### src/rtl/mips_pkg.sv
// mips_pkg: shared encodings and helpers for the MIPS32 pipeline control blocks.
package mips_pkg;
  localparam logic [1:0] JMP_NONE = 2'b00;
  localparam logic [1:0] JMP_J    = 2'b01;
  localparam logic [1:0] JMP_JR   = 2'b10;
  localparam logic [1:0] FWD_RF   = 2'b00;
  localparam logic [1:0] FWD_WB   = 2'b01;
  localparam logic [1:0] FWD_MEM  = 2'b10;
  typedef enum logic [1:0] {RUN, MEM_WAIT, ERR} hz_state_e;
  function automatic logic [1:0] fwd_sel(input logic [4:0] src, input logic mem_we,
                                         input logic [4:0] mem_rd, input logic wb_we,
                                         input logic [4:0] wb_rd);
    return (mem_we && mem_rd != 5'd0 && mem_rd == src) ? FWD_MEM :
           (wb_we && wb_rd != 5'd0 && wb_rd == src)    ? FWD_WB  : FWD_RF;
  endfunction
endpackage

### src/rtl/sat_counter.sv
// sat_counter: up counter that sticks at all-ones instead of wrapping.
module sat_counter #(
  parameter int W = 16
) (
  input  logic         clk,
  input  logic         rst_n,
  input  logic         inc_i,
  output logic [W-1:0] cnt_o
);
  always_ff @(posedge clk or negedge rst_n)
    if (!rst_n) cnt_o <= '0;
    else if (inc_i && !(&cnt_o)) cnt_o <= cnt_o + 1'b1;
endmodule

### src/rtl/hazard_ctrl.sv
// hazard_ctrl: stall/flush/forwarding control for the 5-stage pipe, with dmem
// freeze, timeout error state and saturating stall/flush counters.
module hazard_ctrl
  import mips_pkg::*;
#(
  parameter int TIMEOUT = 64,
  parameter int CNT_W   = 16
) (
  input  logic             clk,
  input  logic             rst_n,
  input  logic [4:0]       id_rs,
  input  logic [4:0]       id_rt,
  input  logic             id_uses_rs,
  input  logic             id_uses_rt,
  input  logic [1:0]       id_jump,
  input  logic [4:0]       ex_rs,
  input  logic [4:0]       ex_rt,
  input  logic [4:0]       ex_rd,
  input  logic             ex_mem_read,
  input  logic             ex_reg_write,
  input  logic             ex_branch_taken,
  input  logic [4:0]       mem_rd,
  input  logic             mem_reg_write,
  input  logic             dmem_req,
  input  logic             dmem_ready,
  input  logic [4:0]       wb_rd,
  input  logic             wb_reg_write,
  output logic             pc_en,
  output logic             ifid_en,
  output logic             idex_en,
  output logic             exmem_en,
  output logic             memwb_en,
  output logic             ifid_flush,
  output logic             idex_flush,
  output logic [1:0]       fwd_a,
  output logic [1:0]       fwd_b,
  output logic             mem_err,
  output logic [CNT_W-1:0] stall_cnt,
  output logic [CNT_W-1:0] flush_cnt
);
  localparam int WW = $clog2(TIMEOUT + 1);
  hz_state_e     state_q;
  logic [WW-1:0] wait_q;
  logic          mem_err_q;
  logic          freeze, hold, jr_stall, load_use, stall, jump;
  assign freeze   = dmem_req && !dmem_ready && state_q != ERR;
  assign hold     = freeze || state_q == ERR;
  assign jr_stall = id_jump == JMP_JR && ex_reg_write && ex_rd != 5'd0 && ex_rd == id_rs;
  assign load_use = ex_mem_read && ex_rd != 5'd0 &&
                    ((id_uses_rs && ex_rd == id_rs) || (id_uses_rt && ex_rd == id_rt));
  assign stall    = !ex_branch_taken && (jr_stall || load_use);
  assign jump     = id_jump == JMP_J || id_jump == JMP_JR;
  assign pc_en      = !hold && !stall;
  assign ifid_en    = !hold && !stall;
  assign idex_en    = !hold;
  assign exmem_en   = !hold;
  assign memwb_en   = !hold;
  assign ifid_flush = !hold && (ex_branch_taken || (!stall && jump));
  assign idex_flush = !hold && (ex_branch_taken || stall);
  assign fwd_a      = fwd_sel(ex_rs, mem_reg_write, mem_rd, wb_reg_write, wb_rd);
  assign fwd_b      = fwd_sel(ex_rt, mem_reg_write, mem_rd, wb_reg_write, wb_rd);
  assign mem_err    = mem_err_q;
  // The RUN cycle that raises the freeze is the first wait cycle, so MEM_WAIT starts at 1.
  always_ff @(posedge clk or negedge rst_n)
    if (!rst_n) begin
      state_q   <= RUN;
      wait_q    <= '0;
      mem_err_q <= 1'b0;
    end else begin
      case (state_q)
        RUN:
          if (freeze && TIMEOUT <= 1) begin
            state_q   <= ERR;
            mem_err_q <= 1'b1;
          end else if (freeze) begin
            state_q <= MEM_WAIT;
            wait_q  <= WW'(1);
          end
        MEM_WAIT:
          if (!freeze) begin
            state_q <= RUN;
            wait_q  <= '0;
          end else if (wait_q == WW'(TIMEOUT - 1)) begin
            state_q   <= ERR;
            wait_q    <= '0;
            mem_err_q <= 1'b1;
          end else wait_q <= wait_q + 1'b1;
        default: ;
      endcase
    end
  sat_counter #(.W(CNT_W)) u_stall_cnt (
    .clk(clk), .rst_n(rst_n), .inc_i(!pc_en && state_q != ERR), .cnt_o(stall_cnt));
  sat_counter #(.W(CNT_W)) u_flush_cnt (
    .clk(clk), .rst_n(rst_n), .inc_i(ifid_flush || idex_flush), .cnt_o(flush_cnt));
endmodule

### config.mk
export PLATFORM = sky130hd
export DESIGN_NAME = hazard_ctrl
export DESIGN_NICKNAME = d
export VERILOG_FILES = /design/src/rtl/mips_pkg.sv /design/src/rtl/sat_counter.sv /design/src/rtl/hazard_ctrl.sv
export SDC_FILE = /design/constraint.sdc
export NUM_CORES = 1
export LEC_CHECK = 0
export ABC_AREA = 1
export BUFFER_PORTS_ARGS = -buffer_cell sky130_fd_sc_hd__buf_4
export CAP_MARGIN = 20
export CORE_UTILIZATION = 50
export DETAILED_ROUTE_END_ITERATION = 7
export PLACE_DENSITY = 0.78
export SYNTH_ARGS = -nofsm -noshare
export SYNTH_HDL_FRONTEND = slang
export SYNTH_SLANG_ARGS = --single-unit
### constraint.sdc
create_clock -name clk -period 2.3 [get_ports clk]
set_clock_uncertainty 0.2 [all_clocks]
set_input_delay 0.23 -clock clk [delete_from_list [all_inputs] [get_ports clk]]
set_output_delay 0.23 -clock clk [all_outputs]
set_load 0.05 [all_outputs]
After elaboration in Yosys (flattened, before gate mapping). Index checks and enable logic that the tools add are counted.

Bits in registers: 42. Bits of input ports: 48. Output and inout port bits: 44. Logic and storage cells: 81.

Add/subtract/negate cells: 3. Equality and inequality tests: 14. Mux-type cells: 12. Reduce and logical (&&, ||, !) cells: 47.

Operators with widths (number): 16-bit by 1-bit adder with 16-bit output (second input constant) (2); 16-bit AND reduction (2); 5-bit equality test (6); 1-bit logical AND (23); 7-bit 2-to-1 mux (3); 5-bit nonzero test (3); 7-bit one-hot mux with 2 select lines (1); 2-bit 2-to-1 mux (5); 7-bit by 1-bit adder with 7-bit output (second input constant) (1); 7-bit by 6-bit equality test with 1-bit output (second input constant) (1); 1-bit zero test (7); 1-bit logical OR (7); 3-bit AND reduction (2); 2-bit by 1-bit equality test with 1-bit output (second input constant) (2); 2-bit equality test (second input constant) (2); 2-bit != test (second input constant) (2); 2-bit one-hot mux with 2 select lines (1); 3-bit != test (second input constant) (1); 2-bit zero test (1); 1-bit 2-to-1 mux (2); 2-bit AND reduction (1); 2-bit nonzero test (1).

Longest topological paths before layout. Gate-level depths: netlist of run 1.

Word-level depth: 12. Gate-level depth with buffers: 16.

Cells and area by module. Synthesis of run 1 repeated with hierarchy kept, for this count alone.

Cell total of the unflattened synthesis: 502. Area, all modules: 3243.1 um^2.

By module, submodules not included: sat_counter (instances 2, cells an instance 158, area each 1052.3 um^2, seq. area each 400.4 um^2); hazard_ctrl (instances 1, cells an instance 186, area each 1138.6 um^2, seq. area each 250.2 um^2).

Worst setup path after synthesis of run 1. No wires, ideal clock.

Path kind: input -> output. Start point: in mem_rd[0]. End point: out fwd_a[0]. Data arrival time: 2.685 ns. Data required time: 1.870 ns. Path slack: -0.815 ns. Stages: 4. Buffers on the path: 0. Cell sequence: xnor2_1 -> nand3_1 -> nor4_1 -> nor2_1.

Longest elaborated chain between the ends: 4. Elaborated cells between the ends (all ways): 5. Those cells by class: 1 x eq/ne; 1 x mux; 3 x reduce/logical.

RTL lines: start: declaration (RTL line hazard_ctrl.sv:22) `input logic [4:0] mem_rd,`; 5-bit nonzero test (RTL line mips_pkg.sv:13) `return (mem_we && mem_rd != 5'd0 && mem_rd == src) ? FWD_MEM :`; 1-bit logical AND (RTL line mips_pkg.sv:13); 1-bit logical AND (*) (RTL line mips_pkg.sv:13); 2-bit 2-to-1 mux (*) (RTL line mips_pkg.sv:13); end: declaration (RTL line hazard_ctrl.sv:35) `output logic [1:0] fwd_a,`.

Mark *: on every way between the ends. The rest lies on a longest branch, timed or not.

Worst setup path in the final report of run 1.
Start point: reg u_flush_cnt.cnt_o[0]. End point: reg u_flush_cnt.cnt_o[14].

Longest elaborated chain between the ends: 3. Elaborated cells between the ends (all ways): 4. Those cells by class: 1 x add/sub; 3 x reduce/logical.

RTL lines: start: declaration (RTL line sat_counter.sv:8) `output logic [W-1:0] cnt_o`; start signal: assignment (RTL line sat_counter.sv:12) `else if (inc_i && !(&cnt_o)) cnt_o <= cnt_o + 1'b1;`; branches (longest 3 deep; another with 16-bit by 1-bit adder with 16-bit output).

Parallel ways; which one is timed is not known. A chain may end at the register's enable or synchronous reset.

==> flow_metrics.py, run 1 <==
metrics = {
    "clocking": {
        "htreeDepth": 2,
        "cts_made_buffers": 5,
        "cts_root_buffer": "clkbuf_8",
        "clk_pin_slew_ns": 0.09,
        "clockBufferDepth": 2,
        "cts_sinks": 42,
        "insertion_delay_ns": 0.30,
        "tritoncts": "built",
    },
    "worst_setup_path": {
        "cp-end-kind": "flip-flop",
        "endpoint": "u_flush_cnt.cnt_o[14]$_DFFE_PN0P_",
        "reg2reg_slack_ns": 0.18,
        "criticalPathCategory": "flip-flop to flip-flop",
        "worst_setup_path_start_kind": "flip-flop",
        "r2r_end": "u_flush_cnt.cnt_o[14]$_DFFE_PN0P_",
        "crit_required_ns": 2.29,
        "timing.rr.start": "u_flush_cnt.cnt_o[0]$_DFFE_PN0P_",
        "startpoint": "u_flush_cnt.cnt_o[0]$_DFFE_PN0P_",
        "reg2reg_depth": 9,
        "critPathMaxFanout": 8,
        "arrival_ns": 2.11,
    },
    "placement": {
        "gp_congestion": 0.897,
        "port_buffers": 91,
        "dpl.hpwl_um": 5560,
        "post-place-cells": 575,
        "post-place-ws_ns": 0.155,
    },
    "synthesis": {
        "synth-edff-count": 0,
        "async_flop_share": 1.00,
        "synth.largest_area_cell": "dfrtp_1",
        "synth.area.top_cells": "dfrtp_1 35%, nand2_1 16%, nand3_1 7.6%, inv_1 6.8%, xor2_1 6.8%",
        "syn_inst": 419,
        "ys_ff_latch": 42,
        "synth.cell_area_sq_mm": 0.00298,
        "synth_top_area_share": 0.353,
        "ys_warn_count": 0,
        "syn_avg_cell_area_sq_um": 7.10,
        "synthesis.nets": 471,
        "ys_seq_area_frac": 0.353,
        "synth_ff_type": "dfrtp_1",
        "synth_cell_types": 33,
    },
    "pwr": {
        "leakage_nw": 2.07,
        "p_per_area_mw_per_mm2": 417,
        "peakVddDrop_v": 0.000255,
    },
    "route": {
        "via_count": 3013,
        "firstDrtPassIters": 5,
        "avgRoutedWirePerCell_um": 12.7,
        "drc": 0,
        "detail-route-antenna-nets": 0,
        "drt_iter0_drc": 255,
        "drt_wl_total_um": 7490,
        "viasPerCell": 5.12,
    },
    "floorplan": {
        "io_pins": 92,
        "rows": 27,
        "die_x_um": 79.1,
        "fp.dieH_um": 79.1,
        "initial_core_util": 0.531,
        "dieArea_sq_mm": 0.00626,
        "design.core.area_sq_mm": 0.00561,
    },
    "final_layout": {
        "final_cells": 589,
        "fillerInstances": 466,
        "syn2layout_area_growth_pct": 31.5,
        "diodes": 0,
        "nets": 568,
        "drive_gt1_frac": 0.248,
    },
    "sta": {
        "fin_setup_tns_ns": 0,
        "clock.fmax_ghz": 0.473,
        "hold_viol": 0,
        "min_period_over_period": 0.920,
        "setup_viol": 0,
        "min_period_ns": 2.12,
        "slew_headroom": 0.632,
        "drv_slew": 0,
        "tightest_slew_ns": 0.545,
        "setup_slack_ns": 0.184,
        "grt_setup_unrepaired": "no",
    },
    "global_route": {
        "grt_overflow": 0,
        "grt_pass1_wl_um": 12400,
        "antenna_found_initial": 0,
        "grt_max_degree": 43,
        "grtUsageTotal": 0.248,
        "grt_pass1_vias": 2783,
    },
    "worst_hold_path": {
        "holdPathStages": 4,
        "min_path_type": "input port to flip-flop",
    },
    "status": {
        "status": "complete, no violations",
    },
    "run": {
        "drv_cap": 0,
    },
}
-- sequential cells by signal, summed over array words and instances, names as in the netlist --
name and count:
state_q 2, u_flush_cnt.cnt_o 16, mem_err 1, wait_q 7
u_stall_cnt.cnt_o 16
-- through the flow --
step	cell area, sq um	utilization	total power, mW	hold WS, ns
after global routing	3910	0.697	1.70	0.0970
after CTS	3860	0.688	1.64	0.0787
after floorplan	2990	-	0.823	-0.266
after detailed placement	3710	0.662	0.930	0.0506
after global placement	3710	0.662	0.926	0.0472
final	3910	0.697	1.63	0.0859
-- routing by layer --
metal / up-vias / share of wire / GRT usage
li1: 1516 / - / -
met1: 1379 / 0.44 / 0.326
met2: 104 / 0.50 / 0.429
met3: 14 / 0.055 / 0.0333
met4: 0 / 0.011 / 0.0618
met5: - / 0 / 0
-- logic make-up (layout without fill, tap and decap cells) --
family,Yosys count,after routing,synth area share
xor+xnor,44,44,0.130
simple gates,236,236,0.359
compound gates,23,23,0.0425
fa+ha+maj,4,4,0.0168
buf+inv,70,168,0.0992
flops,42,42,0.353
-- worst min path at each step --
stage | from | endpoint | slack [ns]
finish | dmem_ready | state_q[0]$_DFFE_PN0P_ | 0.09
CTS | dmem_ready | state_q[0]$_DFFE_PN0P_ | 0.08
floorplan | rst_n | mem_err$_DFFE_PN0P_ | -0.27
global placement | rst_n | state_q[0]$_DFFE_PN0P_ | 0.05
global route | dmem_ready | state_q[0]$_DFFE_PN0P_ | 0.1
detailed placement | rst_n | state_q[0]$_DFFE_PN0P_ | 0.05
-- critical path: stages, from the launching register on --
cell,delay [ns]
dfrtp_2,0.42
ha_1,0.26
nand3_2,0.14
nor3_2,0.15
nand3_1,0.12
nor2_2,0.15
nand4_4,0.19
buf_4,0.23
nand3_1,0.07
nand2_1,0.08
-- synthesized netlist by cell type, types with 2 or more instances --
library cell / instances
a21oi_1: 6
buf_2: 2
buf_4: 4
buf_6: 2
dfrtp_1: 42
ha_1: 4
inv_1: 54
inv_2: 6
nand2_1: 125
nand2_2: 3
nand3_1: 45
nand3_2: 2
nand3b_1: 2
nand4_1: 9
nor2_1: 25
nor3_1: 13
nor4_1: 4
o21ai_0: 3
o21ai_1: 10
o41ai_1: 2
or2_2: 2
xnor2_1: 21
xor2_1: 23
-- repair_timing --
action | 4_1_cts | 5_1_grt
hold endpoints to repair | 42 | 0
resized for setup | 0 | 2
hold buffers | 1 | 0
setup buffers | 0 | 5
setup endpoints to repair | 0 | 16
-- layout by cell type, fill, tap and decap left out, types with 3 or more instances in the layout --
cell type	Yosys	routed
inv_2	6	6
nor2_1	25	25
o21ai_0	3	3
buf_4	4	98
xor2_1	23	23
dfrtp_1	42	40
clkbuf_8	0	5
a21oi_1	6	6
nand3_1	45	45
nand4_1	9	9
xnor2_1	21	21
nor3_1	13	13
inv_1	54	54
o21ai_1	10	10
ha_1	4	4
nand2_1	125	125
-- final cells by class --
cell class | instances | area [sq um] | share of cell area
Multi-Input combinational cell | 307 | 1660 | 0.423
Clock inverter | 3 | 68.8 | 0.0176
Timing Repair Buffer | 99 | 746 | 0.191
Sequential cell | 42 | 1050 | 0.269
Clock buffer | 5 | 68.8 | 0.0176
Tap cell | 72 | 90.1 | 0.0230
Inverter | 61 | 229 | 0.0585
-- report_power, final --
group	internal (mW)	switching, mW
Sequential	0.738	0
Combinational	0.0908	0.0872
Clock	0.435	0.280
Total	1.26	0.367
Power figures use the tool's default switching activity.
==> run 2, diff against run 1 <==
MAX_ROUTING_LAYER = met4   (was default)
==> flow_metrics.py, run 2 (synthesized netlist as in run 1, its figures left out) <==
metrics = {
    "status": {
        "status": "complete, no violations",
    },
    "worst_setup_path": {
        "crit_path_max_incr_delay_ns": 0.39,
        "cp-end-kind": "output port",
        "startpoint": "state_q[1]$_DFFE_PN0P_",
        "reg2reg_slack_ns": 0.23,
        "timing.rr.start": "u_flush_cnt.cnt_o[0]$_DFFE_PN0P_",
        "cp_num_cells": 8,
        "reg2reg_depth": 9,
        "criticalPathCategory": "flip-flop to output port",
        "cp_top_family": "buffers and inverters",
        "crit_buf_inv": 5,
        "path_cells": "inv_1 -> nor2_1 -> inv_1 -> nand2_1 -> inv_1 -> nand2_2 -> inv_1 -> buf_4",
        "crit_top_cell": "inv_1",
        "arrival_ns": 1.65,
        "critPathMaxFanout": 10,
        "crit_required_ns": 1.87,
        "cp_slowest_cell": "dfrtp_1",
        "r2r_end": "u_flush_cnt.cnt_o[7]$_DFFE_PN0P_",
        "worst_setup_path_start_kind": "flip-flop",
        "endpoint": "pc_en",
    },
    "sta": {
        "setup_viol": 0,
        "slew_headroom": 0.628,
        "hold_viol": 0,
        "drv_slew": 0,
        "min_period_over_period": 0.905,
        "min_period_ns": 2.08,
        "hold_slack_ns": 0.0564,
        "clock.fmax_ghz": 0.480,
        "setup_slack_ns": 0.218,
        "grt_setup_unrepaired": "no",
        "tightest_slew_ns": 0.551,
        "fin_setup_tns_ns": 0,
    },
    "worst_hold_path": {
        "holdPathStages": 4,
        "min_path_type": "input port to flip-flop",
    },
    "final_layout": {
        "largestRegisters": "u_flush_cnt.cnt_o x16, u_stall_cnt.cnt_o x16, wait_q x7",
        "syn2layout_area_growth_pct": 29.1,
        "nets": 563,
        "diodes": 0,
        "final_area_sq_mm": 0.00384,
        "layout_common_cells": "125 x nand2_1, 93 x buf_4, 54 x inv_1, 45 x nand3_1, 40 x dfrtp_1",
        "layout_commonest_cell": "nand2_1",
        "final_core_util": 0.685,
        "drive_gt1_frac": 0.240,
        "fillerInstances": 486,
        "final_cells": 584,
    },
    "clocking": {
        "cts_root_buffer": "clkbuf_8",
        "clk_pin_slew_ns": 0.09,
        "cts_setup_buffers": 0,
        "tritoncts": "built",
        "cts_made_buffers": 5,
        "insertion_delay_ns": 0.30,
        "clockBufferDepth": 2,
        "htreeDepth": 2,
        "cts_sinks": 42,
    },
    "placement": {
        "gp_congestion": 0.903,
        "post-place-ws_ns": 0.181,
        "post-place-cells": 575,
        "dpl.hpwl_um": 5550,
        "port_buffers": 91,
        "postPlaceCellArea_sq_mm": 0.00371,
    },
    "route": {
        "drt_iter0_drc": 192,
        "viasPerCell": 5.09,
        "drc": 0,
        "avgRoutedWirePerCell_um": 12.4,
        "detail-route-antenna-nets": 0,
        "via_count": 2970,
        "firstDrtPassIters": 4,
        "drt_wl_total_um": 7250,
    },
    "global_route": {
        "grt_pass1_vias": 2880,
        "grt_max_degree": 43,
        "grt_pass1_wl_um": 12400,
        "grtUsageTotal": 0.255,
        "grt_overflow": 0,
        "antenna_found_initial": 0,
    },
    "floorplan": {
        "initial_core_util": 0.531,
        "die_x_um": 79.1,
        "io_pins": 92,
        "design.core.area_sq_mm": 0.00561,
        "fp.dieH_um": 79.1,
        "dieArea_sq_mm": 0.00626,
        "rows": 27,
    },
    "pwr": {
        "p_per_area_mw_per_mm2": 397,
        "leakage_nw": 2.03,
        "total_power_mw": 1.52,
        "peakVddDrop_v": 0.000329,
    },
    "run": {
        "drv_cap": 0,
    },
}
-- run 2: cell count changes in the layout (fill, tap and decap cells not counted) --
cell and delta:
buf_4 -5, bufinv_16 -1, clkinv_4 -1, clkinvlp_4 +2, nand2_4 +1, nand2_8 -1
-- run 2: final cells by class --
class	count	area (sq um)	area share
multi-input combinational	307	1650	0.429
clock buffer	5	68.8	0.0179
inverter	61	229	0.0596
sequential	42	1050	0.274
clock inverter	3	45.0	0.0117
tap	72	90.1	0.0235
timing repair buffer	94	708	0.184
-- run 2: timing repair --
item,CTS,global route
endpoints found under the setup margin,0,2
resized for setup,0,1
hold buffers,1,0
endpoints found under the hold margin,42,0
-- run 2: worst register-to-register path: cells and delay by family (launching register included) --
kind / cells / cell delay [ns]
flops: 1 / 0.41
fa+ha+maj: 1 / 0.25
simple gates: 8 / 1.15
-- run 2: per-layer routing --
layer	part of all wire	track usage	vias up
met3	0.054	0.0575	13
met4	0.017	0.0745	0
met5	0	-	-
met1	0.43	0.302	1353
li1	-	-	1509
met2	0.50	0.433	95
-- run 2: worst min path at each step --
stage               start                     end  slack [ns]
6_report       dmem_ready  state_q[0]$_DFFE_PN0P_        0.06
4_1_cts        dmem_ready  state_q[0]$_DFFE_PN0P_        0.06
3_5_place_dp        rst_n  state_q[0]$_DFFE_PN0P_        0.05
5_1_grt        dmem_ready  state_q[0]$_DFFE_PN0P_        0.08
3_3_place_gp        rst_n  state_q[1]$_DFFE_PN0P_        0.05
2_1_floorplan       rst_n     mem_err$_DFFE_PN0P_       -0.27
-- run 2: where the power goes --
group          total [mW]  switching (mW)  leakage [nW]  internal (mW)
registers           0.738               0         0.573          0.738
logic               0.179          0.0877          1.40         0.0909
clock network       0.608           0.284        0.0504          0.323
==> run 3, diff against run 2 <==
CAP_MARGIN = 30   (was 20)
clock period = 2.2 ns   (was 2.3 ns; I/O delays follow)
==> flow_metrics.py, run 3 (synthesized netlist as in run 1, its figures left out) <==
metrics = {
    "status": {
        "status": "complete, no violations",
    },
    "worst_hold_path": {
        "min_path_type": "input port to flip-flop",
    },
    "pwr": {
        "sequentialPowerShare": 0.493,
        "leakage_nw": 2.04,
        "power.net_switching_mw": 0.356,
        "peakVddDrop_v": 0.000378,
        "p_clk_frac": 0.384,
        "p_sw_frac": 0.228,
        "pwr-share-comb": 0.123,
        "p_int_mw": 1.21,
        "p_per_area_mw_per_mm2": 401,
    },
    "sta": {
        "clock.fmax_ghz": 0.492,
        "drv_slew": 0,
        "min_period_ns": 2.03,
        "hold_viol": 0,
        "slew_headroom": 0.579,
        "fin_setup_tns_ns": 0,
        "tightest_slew_ns": 0.626,
        "setup_viol": 0,
        "hold_slack_ns": 0.134,
        "setup_slack_ns": 0.166,
        "min_period_over_period": 0.925,
    },
    "global_route": {
        "antenna_found_initial": 0,
        "grt_pass1_wl_um": 12300,
        "grtUsageTotal": 0.256,
        "grt_overflow": 0,
        "grt_pass1_vias": 2864,
        "grt_max_degree": 43,
    },
    "final_layout": {
        "syn2layout_area_growth_pct": 31.0,
        "fillerInstances": 496,
        "layout_common_cells": "125 x nand2_1, 95 x buf_4, 53 x inv_1, 45 x nand3_1, 38 x dfrtp_1",
        "diodes": 0,
        "layout_commonest_cell": "nand2_1",
        "drive_gt1_frac": 0.252,
        "nets": 566,
        "largestRegisters": "u_flush_cnt.cnt_o x16, u_stall_cnt.cnt_o x16, wait_q x7",
    },
    "worst_setup_path": {
        "crit_path_max_incr_delay_ns": 0.42,
        "arrival_ns": 2.06,
        "worst_setup_path_start_kind": "flip-flop",
        "crit_required_ns": 2.23,
        "cp_slowest_cell": "dfrtp_2",
        "critPathMaxFanout": 15,
        "criticalPathCategory": "flip-flop to flip-flop",
        "crit_top_cell": "nand2_1",
        "path_cells": "ha_2 -> nand3_2 -> nor3_2 -> nand3_1 -> nor2_2 -> nand4_4 -> nand2_8 -> nand2_1 -> nand2_1",
        "cp-end-kind": "flip-flop",
    },
    "floorplan": {
        "io_pins": 92,
        "design.core.area_sq_mm": 0.00561,
        "initial_core_util": 0.531,
        "die_x_um": 79.1,
        "dieArea_sq_mm": 0.00626,
        "rows": 27,
        "fp.dieH_um": 79.1,
    },
    "route": {
        "viasPerCell": 5.22,
        "drc": 0,
        "avgRoutedWirePerCell_um": 12.9,
        "drt_wl_total_um": 7600,
        "detail-route-antenna-nets": 0,
        "via_count": 3066,
        "firstDrtPassIters": 5,
        "drt_iter0_drc": 204,
    },
    "placement": {
        "dpl.hpwl_um": 5740,
        "post-place-ws_ns": 0.0962,
        "port_buffers": 91,
        "gp_congestion": 0.954,
    },
    "clocking": {
        "cts_root_buffer": "clkbuf_8",
        "tritoncts": "built",
        "insertion_delay_ns": 0.29,
        "clk_pin_slew_ns": 0.08,
        "cts_sinks": 42,
        "clockBufferDepth": 2,
        "cts_made_buffers": 5,
        "htreeDepth": 2,
    },
    "run": {
        "drv_cap": 0,
    },
}
-- run 3: through the flow --
stage               instances  power (mW)  utilization  cell area, sq um
floorplan                 419       0.864            -              3020
global placement          577       0.974        0.669              3750
detailed placement        577       0.978        0.669              3750
CTS                       586        1.57        0.690              3870
global route              587        1.63        0.695              3900
finish                    587        1.56        0.695              3900
-- run 3: area by class of cell --
cell class	count	area, sq um	area share
tap	72	90.1	0.0231
inverter	61	233	0.0597
sequential	42	1060	0.271
multi-input combinational	308	1690	0.433
clock inverter	1	30.0	0.00770
clock buffer	7	76.3	0.0196
timing repair buffer	96	723	0.186
-- run 3: routing by layer --
layer	vias up	global-route usage	routed length (um)
li1	1518	-	-
met1	1417	0.304	3310
met2	118	0.427	3630
met3	13	0.0483	545
met4	0	0.104	121
met5	-	-	0
-- run 3: critical path: cells and delay by family, from the launching register on --
family,cells,cell delay (ns)
flops,1,0.42
fa+ha+maj,1,0.24
simple gates,8,1.11
-- run 3: power by group through the flow --
stage | sequential, mW | combinational, mW | clock, mW
after floorplan | 0.787 | 0.0769 | 0
after global placement | 0.787 | 0.187 | 0
after detailed placement | 0.787 | 0.192 | 0
after CTS | 0.771 | 0.194 | 0.607
after global routing | 0.771 | 0.213 | 0.643
final | 0.771 | 0.192 | 0.601
-- run 3: repair_timing --
| action | in CTS | in global routing |
|---|---|---|
| hold buffers | 1 | 0 |
| endpoints found under the setup margin | 0 | 31 |
| gates resized for setup | 0 | 3 |
| endpoints found under the hold margin | 42 | 0 |
| buffers inserted | 0 | 0 |
-- run 3: worst paths after layout --
path,slack (ns),startpoint,cells after the start,to
min in group asynchronous,0.25,rst_n,2,u_stall_cnt.cnt_o[10]$_DFFE_PN0P_
max in group asynchronous,1.16,rst_n,2,u_flush_cnt.cnt_o[0]$_DFFE_PN0P_
worst min register to register,0.27,mem_err$_DFFE_PN0P_,2,mem_err$_DFFE_PN0P_
worst min-delay path,0.13,dmem_ready,4,state_q[0]$_DFFE_PN0P_
worst max register to register,0.17,u_flush_cnt.cnt_o[0]$_DFFE_PN0P_,9,u_flush_cnt.cnt_o[0]$_DFFE_PN0P_
worst max-delay path,0.17,u_flush_cnt.cnt_o[0]$_DFFE_PN0P_,9,u_flush_cnt.cnt_o[0]$_DFFE_PN0P_
